--- src/rtl/tdm_defs_pkg.sv ---
// Shared TDM lane definitions: state encodings and defaults used by both the
// transmit-side mux and the receive-side demux.
package tdm_defs;

    localparam logic [0:0] ST_IDLE    = 1'b0;
    localparam logic [0:0] ST_COLLECT = 1'b1;

    localparam int DEF_WIDTH   = 8;
    localparam int DEF_N_SLOTS = 4;

    // Slot index width; a single-slot frame still needs a 1-bit index.
    function automatic int idx_width(input int n);
        return (n <= 1) ? 1 : $clog2(n);
    endfunction

endpackage

--- src/rtl/tdm_demux_slot_counter.sv ---
// Slot index register for the TDM demux: load-to-1 on sof, increment on
// continuation beats, clear on commit, plus a last-slot flag.
module tdm_slot_counter
    import tdm_defs::*;
#(
    parameter int N_SLOTS = DEF_N_SLOTS,
    parameter int IDX_W   = idx_width(N_SLOTS)
) (
    input  logic             clk,
    input  logic             rst,
    input  logic             load1,
    input  logic             inc,
    input  logic             clr,
    output logic [IDX_W-1:0] idx,
    output logic             is_last
);

    localparam logic [IDX_W-1:0] IDX_LAST  = IDX_W'(N_SLOTS - 1);
    localparam logic [IDX_W-1:0] IDX_FIRST = IDX_W'((N_SLOTS > 1) ? 1 : 0);

    logic [IDX_W-1:0] idx_q, idx_d;

    always_comb begin
        idx_d = idx_q;
        if (clr)
            idx_d = '0;
        else if (load1)
            idx_d = IDX_FIRST;
        else if (inc && (idx_q != IDX_LAST))
            idx_d = idx_q + IDX_W'(1);
    end

    always_ff @(posedge clk) begin
        if (rst)
            idx_q <= '0;
        else
            idx_q <= idx_d;
    end

    assign idx     = idx_q;
    assign is_last = (idx_q == IDX_LAST);

endmodule

--- src/rtl/tdm_demux.sv ---
// Receive side of the TDM lane: collects one frame of slots into a shadow bank
// and publishes it to out_data in a single cycle so displays never see a torn frame.
module tdm_demux
    import tdm_defs::*;
#(
    parameter int WIDTH   = DEF_WIDTH,
    parameter int N_SLOTS = DEF_N_SLOTS
) (
    input  logic                       clk,
    input  logic                       rst,
    input  logic                       in_valid,
    input  logic                       in_sof,
    input  logic [WIDTH-1:0]           in_data,
    output logic [N_SLOTS*WIDTH-1:0]   out_data,
    output logic                       out_valid,
    output logic                       frame_done,
    output logic                       frame_err
);

    localparam int IDX_W = idx_width(N_SLOTS);

    logic [0:0]                         state_q, state_d;
    logic [N_SLOTS-1:0][WIDTH-1:0]      shadow_q, shadow_d;
    logic [N_SLOTS-1:0][WIDTH-1:0]      out_q, out_d;
    logic                               out_valid_q, out_valid_d;
    logic                               frame_done_q, frame_done_d;
    logic                               frame_err_q, frame_err_d;

    logic [IDX_W-1:0]                   idx;
    logic                               is_last;
    logic                               load1, inc, clr, commit;

    tdm_slot_counter #(
        .N_SLOTS (N_SLOTS),
        .IDX_W   (IDX_W)
    ) u_slot_counter (
        .clk     (clk),
        .rst     (rst),
        .load1   (load1),
        .inc     (inc),
        .clr     (clr),
        .idx     (idx),
        .is_last (is_last)
    );

    always_comb begin
        state_d  = state_q;
        shadow_d = shadow_q;
        load1    = 1'b0;
        inc      = 1'b0;
        clr      = 1'b0;
        commit   = 1'b0;
        frame_err_d = 1'b0;

        unique case (state_q)
            ST_IDLE: begin
                if (in_valid && in_sof) begin
                    shadow_d[0] = in_data;
                    if (N_SLOTS == 1) begin
                        commit = 1'b1;
                    end else begin
                        load1   = 1'b1;
                        state_d = ST_COLLECT;
                    end
                end else if (in_valid) begin
                    frame_err_d = 1'b1;
                end
            end
            ST_COLLECT: begin
                if (in_valid && in_sof) begin
                    // Short frame: restart on this beat, the partial frame is abandoned.
                    frame_err_d = 1'b1;
                    shadow_d[0] = in_data;
                    load1       = 1'b1;
                end else if (in_valid) begin
                    for (int k = 0; k < N_SLOTS; k++)
                        if (idx == IDX_W'(k))
                            shadow_d[k] = in_data;
                    if (is_last) begin
                        commit  = 1'b1;
                        clr     = 1'b1;
                        state_d = ST_IDLE;
                    end else begin
                        inc = 1'b1;
                    end
                end
            end
            default: begin
                state_d = ST_IDLE;
                clr     = 1'b1;
            end
        endcase

        // Commit takes the shadow bank including the beat sampled this cycle.
        out_d        = commit ? shadow_d : out_q;
        out_valid_d  = out_valid_q | commit;
        frame_done_d = commit;
    end

    always_ff @(posedge clk) begin
        if (rst) begin
            state_q      <= ST_IDLE;
            shadow_q     <= '0;
            out_q        <= '0;
            out_valid_q  <= 1'b0;
            frame_done_q <= 1'b0;
            frame_err_q  <= 1'b0;
        end else begin
            state_q      <= state_d;
            shadow_q     <= shadow_d;
            out_q        <= out_d;
            out_valid_q  <= out_valid_d;
            frame_done_q <= frame_done_d;
            frame_err_q  <= frame_err_d;
        end
    end

    assign out_data   = out_q;
    assign out_valid  = out_valid_q;
    assign frame_done = frame_done_q;
    assign frame_err  = frame_err_q;

endmodule

--- config.mk ---
export PLATFORM = sky130hd
export DESIGN_NAME = tdm_demux
export DESIGN_NICKNAME = d
export VERILOG_FILES = /design/src/rtl/tdm_defs_pkg.sv /design/src/rtl/tdm_demux_slot_counter.sv /design/src/rtl/tdm_demux.sv
export SDC_FILE = /design/constraint.sdc
export NUM_CORES = 1
export LEC_CHECK = 0
export ABC_AREA = 1
export CORE_MARGIN = 2
export CORE_UTILIZATION = 52
export CTS_CLUSTER_SIZE = 14
export DETAILED_ROUTE_END_ITERATION = 8
export GPL_TIMING_DRIVEN = 0
export PLACE_DENSITY = 0.74
export SETUP_SLACK_MARGIN = 0.3
export SLEW_MARGIN = 30
export SYNTH_ARGS = -nofsm -noshare
export SYNTH_HDL_FRONTEND = slang
export SYNTH_HIERARCHICAL = 1
export SYNTH_SLANG_ARGS = --single-unit
--- constraint.sdc ---
create_clock -name clk -period 1.8 [get_ports clk]
set_input_delay 0.27 -clock clk [delete_from_list [all_inputs] [get_ports clk]]
set_output_delay 0.27 -clock clk [all_outputs]
set_load 0.005 [all_outputs]
==> impl_metrics.prom, run 1 <==
# TYPE chip_impl_metric gauge
chip_impl_metric{name="htreeDepth",unit=""} 3
chip_impl_metric{name="post_route_cells_drive_above_1_share",unit="%"} 12.9
chip_impl_metric{name="initial_core_util",unit="%"} 54.2
chip_impl_metric{name="final_nets",unit=""} 443
chip_impl_metric{name="fin_hold_ws",unit="ns"} 0.378
chip_impl_metric{name="drtPass1Iterations",unit=""} 5
chip_impl_metric{name="cp.buffers_inverters",unit=""} 1
chip_impl_metric{name="area_of_the_die",unit="µm²"} 5960
chip_impl_metric{name="vias",unit=""} 2475
chip_impl_metric{name="yosysUniqueCellTypes",unit=""} 28
chip_impl_metric{name="antenna_found_initial",unit=""} 0
chip_impl_metric{name="timing.slew.headroom",unit="%"} 65.1
chip_impl_metric{name="finClkSkew",unit="ns"} 0.00927
chip_impl_metric{name="cts-buffers-inserted",unit=""} 9
chip_impl_metric{name="finalPower",unit="mW"} 2.82
chip_impl_metric{name="layout_worst_path_cycle_share",unit="%"} 82.4
chip_impl_metric{name="final-max-slew-violation-count",unit=""} 0
chip_impl_metric{name="worst_slew_pin_slew",unit="ns"} 0.523
chip_impl_metric{name="utilization",unit="%"} 69.4
chip_impl_info{name="timing.critical_path.max_delay_family",value="buffers and inverters"} 1
chip_impl_metric{name="global_route.overflow_total",unit=""} 0
chip_impl_metric{name="drt-vias-per-instance",unit=""} 4.92
chip_impl_info{name="synth_top_cells_by_area",value="sky130_fd_sc_hd__dfxtp_1, sky130_fd_sc_hd__nand2_1, sky130_fd_sc_hd__nand3_1, sky130_fd_sc_hd__inv_1, sky130_fd_sc_hd__nor2_1"} 1
chip_impl_metric{name="multi_input_area",unit="µm²"} 1200
chip_impl_metric{name="cp_max_fo",unit=""} 2
chip_impl_metric{name="chipWidth",unit="µm"} 77.2
chip_impl_metric{name="clockBufferDepth",unit=""} 2
chip_impl_metric{name="wl_cell",unit="µm"} 12.7
chip_impl_metric{name="period_needed",unit="ns"} 1.48
chip_impl_metric{name="sequential_area_share_after_synthesis",unit="%"} 50.3
chip_impl_metric{name="drc",unit=""} 0
chip_impl_metric{name="leakage",unit="nW"} 1.71
chip_impl_metric{name="via_count_of_the_first_global_routing_pass",unit=""} 2301
chip_impl_metric{name="grt_pass1_wl",unit="mm"} 10.7
chip_impl_info{name="hold_path_class",value="primary input to flip-flop"} 1
chip_impl_metric{name="postSynthCellCount",unit=""} 371
chip_impl_metric{name="gp_congestion",unit=""} 0.884
chip_impl_metric{name="power-per-cell-area",unit="nW/µm²"} 791
chip_impl_metric{name="areaGrowthSynthToFinish",unit="%"} 28.1
chip_impl_metric{name="area.sequential",unit="µm²"} 1410
chip_impl_metric{name="clock_insertion_delay_worst_skew",unit="ns"} 0.34
chip_impl_metric{name="hold_viol",unit=""} 0
chip_impl_metric{name="fp.coreArea",unit="µm²"} 5140
chip_impl_metric{name="first_drt_iteration_drcs",unit=""} 124
chip_impl_metric{name="hpwl",unit="mm"} 4.39
chip_impl_metric{name="die_h",unit="µm"} 77.2
chip_impl_metric{name="postSynthRegisterBits",unit=""} 70
chip_impl_info{name="critPathLaunchType",value="flip-flop"} 1
chip_impl_metric{name="maximum_number_of_pins_on_one_net_before_global_route_repair",unit=""} 11
chip_impl_metric{name="global_route.usage.total",unit="%"} 23.1
chip_impl_info{name="cp_slowest_cell",value="sky130_fd_sc_hd__clkdlybuf4s50_1"} 1
chip_impl_metric{name="antenna_cells_inserted",unit=""} 0
chip_impl_metric{name="port_buffers",unit=""} 46
chip_impl_info{name="status",value="complete, no violations"} 1
chip_impl_metric{name="cp_slowest_stage_delay",unit="ns"} 0.53
chip_impl_metric{name="boundary_pin_count",unit=""} 47
chip_impl_metric{name="timing.max_cap.violations",unit=""} 0
chip_impl_metric{name="synth_enable_flop_cells",unit=""} 0
chip_impl_metric{name="worst_setup_hold_path_clk_slew",unit="ns"} 0.07
chip_impl_info{name="synthFlopType",value="sky130_fd_sc_hd__dfxtp_1"} 1
chip_impl_info{name="cts_tree",value="done"} 1
chip_impl_metric{name="async_flop_share",unit="%"} 0
chip_impl_metric{name="synth_top_area_share",unit="%"} 50.3
chip_impl_metric{name="postSynthNetCount",unit=""} 384
chip_impl_info{name="path_cells",value="clkdlybuf4s50_1"} 1
chip_impl_metric{name="filler_cell_count",unit=""} 469
chip_impl_info{name="rsz_0062_raised_after_global_routing",value="yes"} 1
chip_impl_metric{name="worst-endpoint-required",unit="ns"} 1.53
chip_impl_info{name="critical_path_class",value="flip-flop to output pin"} 1
chip_impl_metric{name="numClockSinks",unit=""} 70
chip_impl_info{name="critPathCaptureType",value="output pin"} 1
chip_impl_metric{name="final_antenna_net_count",unit=""} 0
chip_impl_metric{name="syn-mean-instance-area",unit="µm²"} 7.50
chip_impl_metric{name="syn_area",unit="µm²"} 2780
chip_impl_metric{name="max_clock_freq",unit="GHz"} 0.674
chip_impl_metric{name="vdd.ir_drop.worst",unit="µV"} 545
chip_impl_info{name="cts_root_buf",value="sky130_fd_sc_hd__clkbuf_8"} 1
chip_impl_metric{name="worst_ep_arrival_time",unit="ns"} 1.21
chip_impl_metric{name="synth-warning-count",unit=""} 6
chip_impl_metric{name="post_detailed_routing_wire_length",unit="mm"} 6.37
chip_impl_metric{name="finalSetupViolations",unit=""} 0
chip_impl_info{name="synth_area_leader_cell",value="sky130_fd_sc_hd__dfxtp_1"} 1
chip_impl_metric{name="rows",unit=""} 26
## cells in the final DEF, fill, tap and decap left out, types with 6 or more instances in the layout
master                            netlist  final
sky130_fd_sc_hd__a21oi_1                9      9
sky130_fd_sc_hd__buf_4                  3      6
sky130_fd_sc_hd__clkbuf_8               0     10
sky130_fd_sc_hd__dfxtp_1               70     68
sky130_fd_sc_hd__nand3_1               43     43
sky130_fd_sc_hd__nor2_1                26     26
sky130_fd_sc_hd__nand2_2                7      9
sky130_fd_sc_hd__or2_2                  6      6
sky130_fd_sc_hd__inv_1                 28     28
sky130_fd_sc_hd__nand4_1                8      8
sky130_fd_sc_hd__nand2_1              139    137
sky130_fd_sc_hd__clkdlybuf4s50_1        0     41
## routing by layer
| metal | routed length [µm] | global-route usage, % | vias up |
|---|---|---|---|
| li1 | - | - | 1273 |
| met1 | 2940 | 29.4 | 1137 |
| met2 | 3020 | 37.2 | 53 |
| met3 | 292 | 5.88 | 12 |
| met4 | 124 | 9.64 | 0 |
| met5 | 0 | 0 | - |
## logic make-up (layout without fill, tap and decap cells)
family,after synthesis,count (layout),synth area share [%]
xor+xnor,1,1,0.315
fa+ha+maj,1,1,0.449
simple gates,242,242,39.3
flops,70,70,50.3
buf+inv,46,108,7.37
compound gates,11,11,2.20
## layout make-up
class | count | share of cell area [%]
Sequential cell | 70 | 39.5
Multi-Input combinational cell | 255 | 33.6
Timing Repair Buffer | 48 | 13.7
Clock buffer | 12 | 4.07
Inverter | 33 | 3.58
Buffer | 13 | 2.88
Tap cell | 70 | 2.46
Clock inverter | 2 | 0.281
## stage by stage
stage               setup TNS (ns)  area [µm²]  std cells  setup slack [ns]
CTS                              0        3500        501             0.319
floorplan                        0        2780        371             0.390
global placement            -0.601        3330        487           -0.0878
global route                     0        3570        503             0.294
finish                           0        3570        503             0.317
detailed placement           -1.05        3330        487            -0.118
## timing repair
action | in CTS | in global routing
pin swaps | 0 | 1
gates resized for setup | 4 | 19
hold buffers | 0 | 0
buffers inserted | 0 | 2
setup endpoints to repair | 33 | 70
## state kept, by name, summed over array words and instances (netlist names)
name,flops
frame_done,1
frame_err,1
out_data,32
out_valid,1
shadow_q,32
state_q,1
u_slot_counter/idx,2
## cells in the mapped netlist (2+ instances only)
cell type and count:
sky130_fd_sc_hd__nand2_1 139, sky130_fd_sc_hd__dfxtp_1 70, sky130_fd_sc_hd__nand3_1 43, sky130_fd_sc_hd__inv_1 28
sky130_fd_sc_hd__nor2_1 26, sky130_fd_sc_hd__a21oi_1 9, sky130_fd_sc_hd__nand4_1 8, sky130_fd_sc_hd__nand2_2 7
sky130_fd_sc_hd__or2_2 6, sky130_fd_sc_hd__buf_2 5, sky130_fd_sc_hd__buf_4 3, sky130_fd_sc_hd__clkbuf_1 3
sky130_fd_sc_hd__inv_2 3, sky130_fd_sc_hd__buf_6 2, sky130_fd_sc_hd__clkinv_1 2, sky130_fd_sc_hd__nand2_4 2
sky130_fd_sc_hd__nand3_2 2, sky130_fd_sc_hd__nor2_4 2, sky130_fd_sc_hd__or2_1 2
## path summary, 6_finish.rpt
path	slack, ns	end	cells after the start	startpoint
worst max-delay path	0.32	out_data[4]	1	out_data[4]
worst min-delay path	0.38	frame_err	2	in_valid
worst max register to register	0.40	out_data[4]	8	state_q
worst min register to register	0.45	out_data[30]	2	out_data[30]
## power by group
part | switching (mW) | total [mW] | internal, mW
registers | 0.0109 | 1.58 | 1.56
logic | 0.121 | 0.186 | 0.0649
clock network | 0.542 | 1.06 | 0.519
Note: power is estimated with default switching activity, not from simulation.
==> run 2: changes to the inputs <==
--- a/config.mk
+++ b/config.mk
@@ -7,11 +7,11 @@
 export LEC_CHECK = 0
 export ABC_AREA = 1
 export CORE_MARGIN = 2
-export CORE_UTILIZATION = 52
+export CORE_UTILIZATION = 47
 export CTS_CLUSTER_SIZE = 14
 export DETAILED_ROUTE_END_ITERATION = 8
 export GPL_TIMING_DRIVEN = 0
-export PLACE_DENSITY = 0.74
+export PLACE_DENSITY = 0.71
 export SETUP_SLACK_MARGIN = 0.3
 export SLEW_MARGIN = 30
 export SYNTH_ARGS = -nofsm -noshare
==> constraint.sdc (replaced) <==
create_clock -name clk -period 1.3 [get_ports clk]
set_input_delay 0.195 -clock clk [delete_from_list [all_inputs] [get_ports clk]]
set_output_delay 0.195 -clock clk [all_outputs]
set_load 0.005 [all_outputs]
==> impl_metrics.prom, run 2 (same netlist as run 1, synthesis figures left out) <==
# TYPE chip_impl_metric gauge
chip_impl_metric{name="hpwl",unit="mm"} 4.37
chip_impl_metric{name="placedCellCount",unit=""} 492
chip_impl_metric{name="switching_power_of_the_nets",unit="mW"} 1.10
chip_impl_metric{name="antenna_cells_inserted",unit=""} 0
chip_impl_metric{name="worst_ep_arrival_time",unit="ns"} 1.63
chip_impl_metric{name="fp.coreArea",unit="µm²"} 5820
chip_impl_metric{name="layout.cells.non_filler",unit=""} 550
chip_impl_info{name="cts_tree",value="done"} 1
chip_impl_metric{name="rows",unit=""} 28
chip_impl_info{name="failed_checks",value="setup timing"} 1
chip_impl_metric{name="reg2reg_slack",unit="ns"} -0.03
chip_impl_metric{name="worstRegToRegCells",unit=""} 7
chip_impl_info{name="regToRegEndpoint",value="out_data[14]"} 1
chip_impl_metric{name="hold_viol",unit=""} 0
chip_impl_info{name="commonest_non_fill_non_tap_cell_in_the_layout",value="sky130_fd_sc_hd__nand2_1"} 1
chip_impl_metric{name="clockBufferDepth",unit=""} 2
chip_impl_metric{name="layout_worst_path_cycle_share",unit="%"} 103
chip_impl_metric{name="cp_max_fo",unit=""} 10
chip_impl_metric{name="die_h",unit="µm"} 81.0
chip_impl_info{name="worstReg2RegStart",value="u_slot_counter/idx[0]"} 1
chip_impl_metric{name="switching_share",unit="%"} 25.3
chip_impl_metric{name="area_of_the_die",unit="µm²"} 6550
chip_impl_metric{name="initial_core_util",unit="%"} 47.9
chip_impl_metric{name="cts-buffers-inserted",unit=""} 9
chip_impl_metric{name="power_frac_clock",unit="%"} 40.7
chip_impl_metric{name="clock_insertion_delay_worst_skew",unit="ns"} 0.35
chip_impl_metric{name="drtPass1Iterations",unit=""} 5
chip_impl_metric{name="finClkSkew",unit="ns"} 0.0113
chip_impl_metric{name="vdd.ir_drop.worst",unit="µV"} 673
chip_impl_metric{name="hold_path_depth",unit=""} 2
chip_impl_metric{name="antenna_found_initial",unit=""} 0
chip_impl_metric{name="final.setup.worst_slack",unit="ns"} -0.0339
chip_impl_metric{name="placement_stage_cell_area",unit="µm²"} 3420
chip_impl_metric{name="worst_slew_pin_slew",unit="ns"} 0.285
chip_impl_metric{name="postCtsHoldBufs",unit=""} 0
chip_impl_metric{name="worst_slack_at_placement",unit="ns"} -0.674
chip_impl_metric{name="leakage",unit="nW"} 2.09
chip_impl_metric{name="drt-vias-per-instance",unit=""} 5.08
chip_impl_metric{name="maximum_number_of_pins_on_one_net_before_global_route_repair",unit=""} 13
chip_impl_metric{name="global_route.usage.total",unit="%"} 23.3
chip_impl_info{name="rsz_0062_raised_after_global_routing",value="yes"} 1
chip_impl_metric{name="final_antenna_net_count",unit=""} 0
chip_impl_metric{name="worst_setup_hold_path_clk_slew",unit="ns"} 0.08
chip_impl_metric{name="gp_congestion",unit=""} 0.852
chip_impl_metric{name="grt_pass1_wl",unit="mm"} 11.5
chip_impl_info{name="cts_root_buf",value="sky130_fd_sc_hd__clkbuf_8"} 1
chip_impl_metric{name="multi_input_area",unit="µm²"} 1580
chip_impl_metric{name="global_route.overflow_total",unit=""} 0
chip_impl_metric{name="finalSetupViolations",unit=""} 1
chip_impl_metric{name="final_nets",unit=""} 483
chip_impl_metric{name="drc",unit=""} 0
chip_impl_metric{name="area.sequential",unit="µm²"} 1460
chip_impl_metric{name="timing.max_cap.violations",unit=""} 0
chip_impl_metric{name="htreeDepth",unit=""} 3
chip_impl_info{name="worstHoldEndpoint",value="frame_err"} 1
chip_impl_metric{name="port_buffers",unit=""} 46
chip_impl_metric{name="wl_cell",unit="µm"} 15.0
chip_impl_metric{name="post_route_cells_drive_above_1_share",unit="%"} 52.2
chip_impl_metric{name="cellInternalPower",unit="mW"} 3.25
chip_impl_info{name="critPathLaunchType",value="flip-flop"} 1
chip_impl_metric{name="boundary_pin_count",unit=""} 47
chip_impl_metric{name="max_clock_freq",unit="GHz"} 0.750
chip_impl_metric{name="p_comb_share",unit="%"} 9.2
chip_impl_metric{name="final-max-slew-violation-count",unit=""} 0
chip_impl_info{name="hp-start",value="in_valid"} 1
chip_impl_metric{name="period_needed",unit="ns"} 1.33
chip_impl_metric{name="layout.cell_area.non_filler",unit="µm²"} 4350
chip_impl_info{name="critPathCaptureType",value="flip-flop"} 1
chip_impl_metric{name="areaGrowthSynthToFinish",unit="%"} 56.1
chip_impl_metric{name="chipWidth",unit="µm"} 81.0
chip_impl_metric{name="first_drt_iteration_drcs",unit=""} 169
chip_impl_metric{name="seq_power_share",unit="%"} 50.1
chip_impl_info{name="hold_path_class",value="primary input to flip-flop"} 1
chip_impl_info{name="critical_path_class",value="flip-flop to flip-flop"} 1
chip_impl_metric{name="vias",unit=""} 2792
chip_impl_metric{name="post_detailed_routing_wire_length",unit="mm"} 8.24
chip_impl_metric{name="utilization",unit="%"} 74.7
chip_impl_info{name="most-common-layout-cells",value="sky130_fd_sc_hd__nand2_1, sky130_fd_sc_hd__nand2_2, sky130_fd_sc_hd__dfxtp_2"} 1
chip_impl_metric{name="worst-endpoint-required",unit="ns"} 1.59
chip_impl_metric{name="filler_cell_count",unit=""} 410
chip_impl_metric{name="via_count_of_the_first_global_routing_pass",unit=""} 2507
chip_impl_metric{name="finalPower",unit="mW"} 4.35
chip_impl_info{name="status",value="finished with violations"} 1
chip_impl_metric{name="power-per-cell-area",unit="nW/µm²"} 1000
chip_impl_metric{name="numClockSinks",unit=""} 70
chip_impl_metric{name="timing.slew.headroom",unit="%"} 81.0
run 2: changes by cell type in the layout (fill, tap and decap cells not counted), moves of 8 or more:
cell                              change
sky130_fd_sc_hd__nand3_1             -20
sky130_fd_sc_hd__clkdlybuf4s50_1     -32
sky130_fd_sc_hd__dfxtp_1             -35
sky130_fd_sc_hd__buf_6               +16
sky130_fd_sc_hd__buf_8                +8
sky130_fd_sc_hd__buf_2               +24
sky130_fd_sc_hd__dfxtp_2             +34
sky130_fd_sc_hd__nand3_2             +14
sky130_fd_sc_hd__nand2_1             -44
sky130_fd_sc_hd__nand2_2             +36
sky130_fd_sc_hd__buf_4               +23
run 2: per-stage QoR:
step	TNS, ns	hold slack, ns
floorplan	0	0.335
global placement	-31.41	0.427
detailed placement	-32.79	0.435
CTS	0	0.341
global route	-1.33	0.358
finish	-0.0339	0.348
run 2: layer usage:
layer | up-vias | wire [µm] | track usage (%)
li1 | 1364 | - | -
met1 | 1318 | 3520 | 29.4
met2 | 93 | 4170 | 39.3
met3 | 17 | 359 | 4.33
met4 | 0 | 187 | 8.98
met5 | - | 0 | 0
run 2: area by class of cell:
cell class	count	share of cell area (%)
multi-input combinational	255	36.3
sequential	70	33.5
timing repair buffer	87	16.9
buffer	13	3.28
inverter	33	3.25
clock buffer	10	3.17
tap	75	2.16
clock inverter	6	1.38
timing repair inverter	1	0.115
run 2: worst max path at each step:
| stage | from | cells after the start | end |
|---|---|---|---|
| floorplan | u_slot_counter/idx[1] | 6 | out_data[16] |
| global placement | in_valid | 8 | u_slot_counter/idx[0] |
| detailed placement | in_valid | 8 | u_slot_counter/idx[0] |
| CTS | u_slot_counter/idx[0] | 8 | out_data[29] |
| global route | u_slot_counter/idx[0] | 7 | out_data[14] |
| finish | u_slot_counter/idx[0] | 7 | out_data[14] |
run 2: repair_timing:
item / CTS / global route
gates cloned: 3 / 4
endpoints found under the hold margin: 0 / 0
pin swaps: 20 / 19
gates resized for setup: 228 / 89
endpoints found under the setup margin: 104 / 84
buffers inserted: 27 / 8
run 2: critical path: stages (launching register included):
cell and delay [ns]:
sky130_fd_sc_hd__dfxtp_4 0.38, sky130_fd_sc_hd__ha_4 0.15, sky130_fd_sc_hd__nand4_4 0.11, sky130_fd_sc_hd__nor2_4 0.20, sky130_fd_sc_hd__buf_4 0.15, sky130_fd_sc_hd__buf_8 0.12
sky130_fd_sc_hd__nand3_1 0.09, sky130_fd_sc_hd__nand2_1 0.09
run 2: power groups by stage:
stage               logic (mW)  clock network, mW  registers, mW
finish                   0.400               1.77           2.18
global route             0.420               1.88           2.18
CTS                      0.325               1.78           2.18
detailed placement       0.265                  0           2.23
global placement         0.261                  0           2.23
floorplan                0.167                  0           2.23
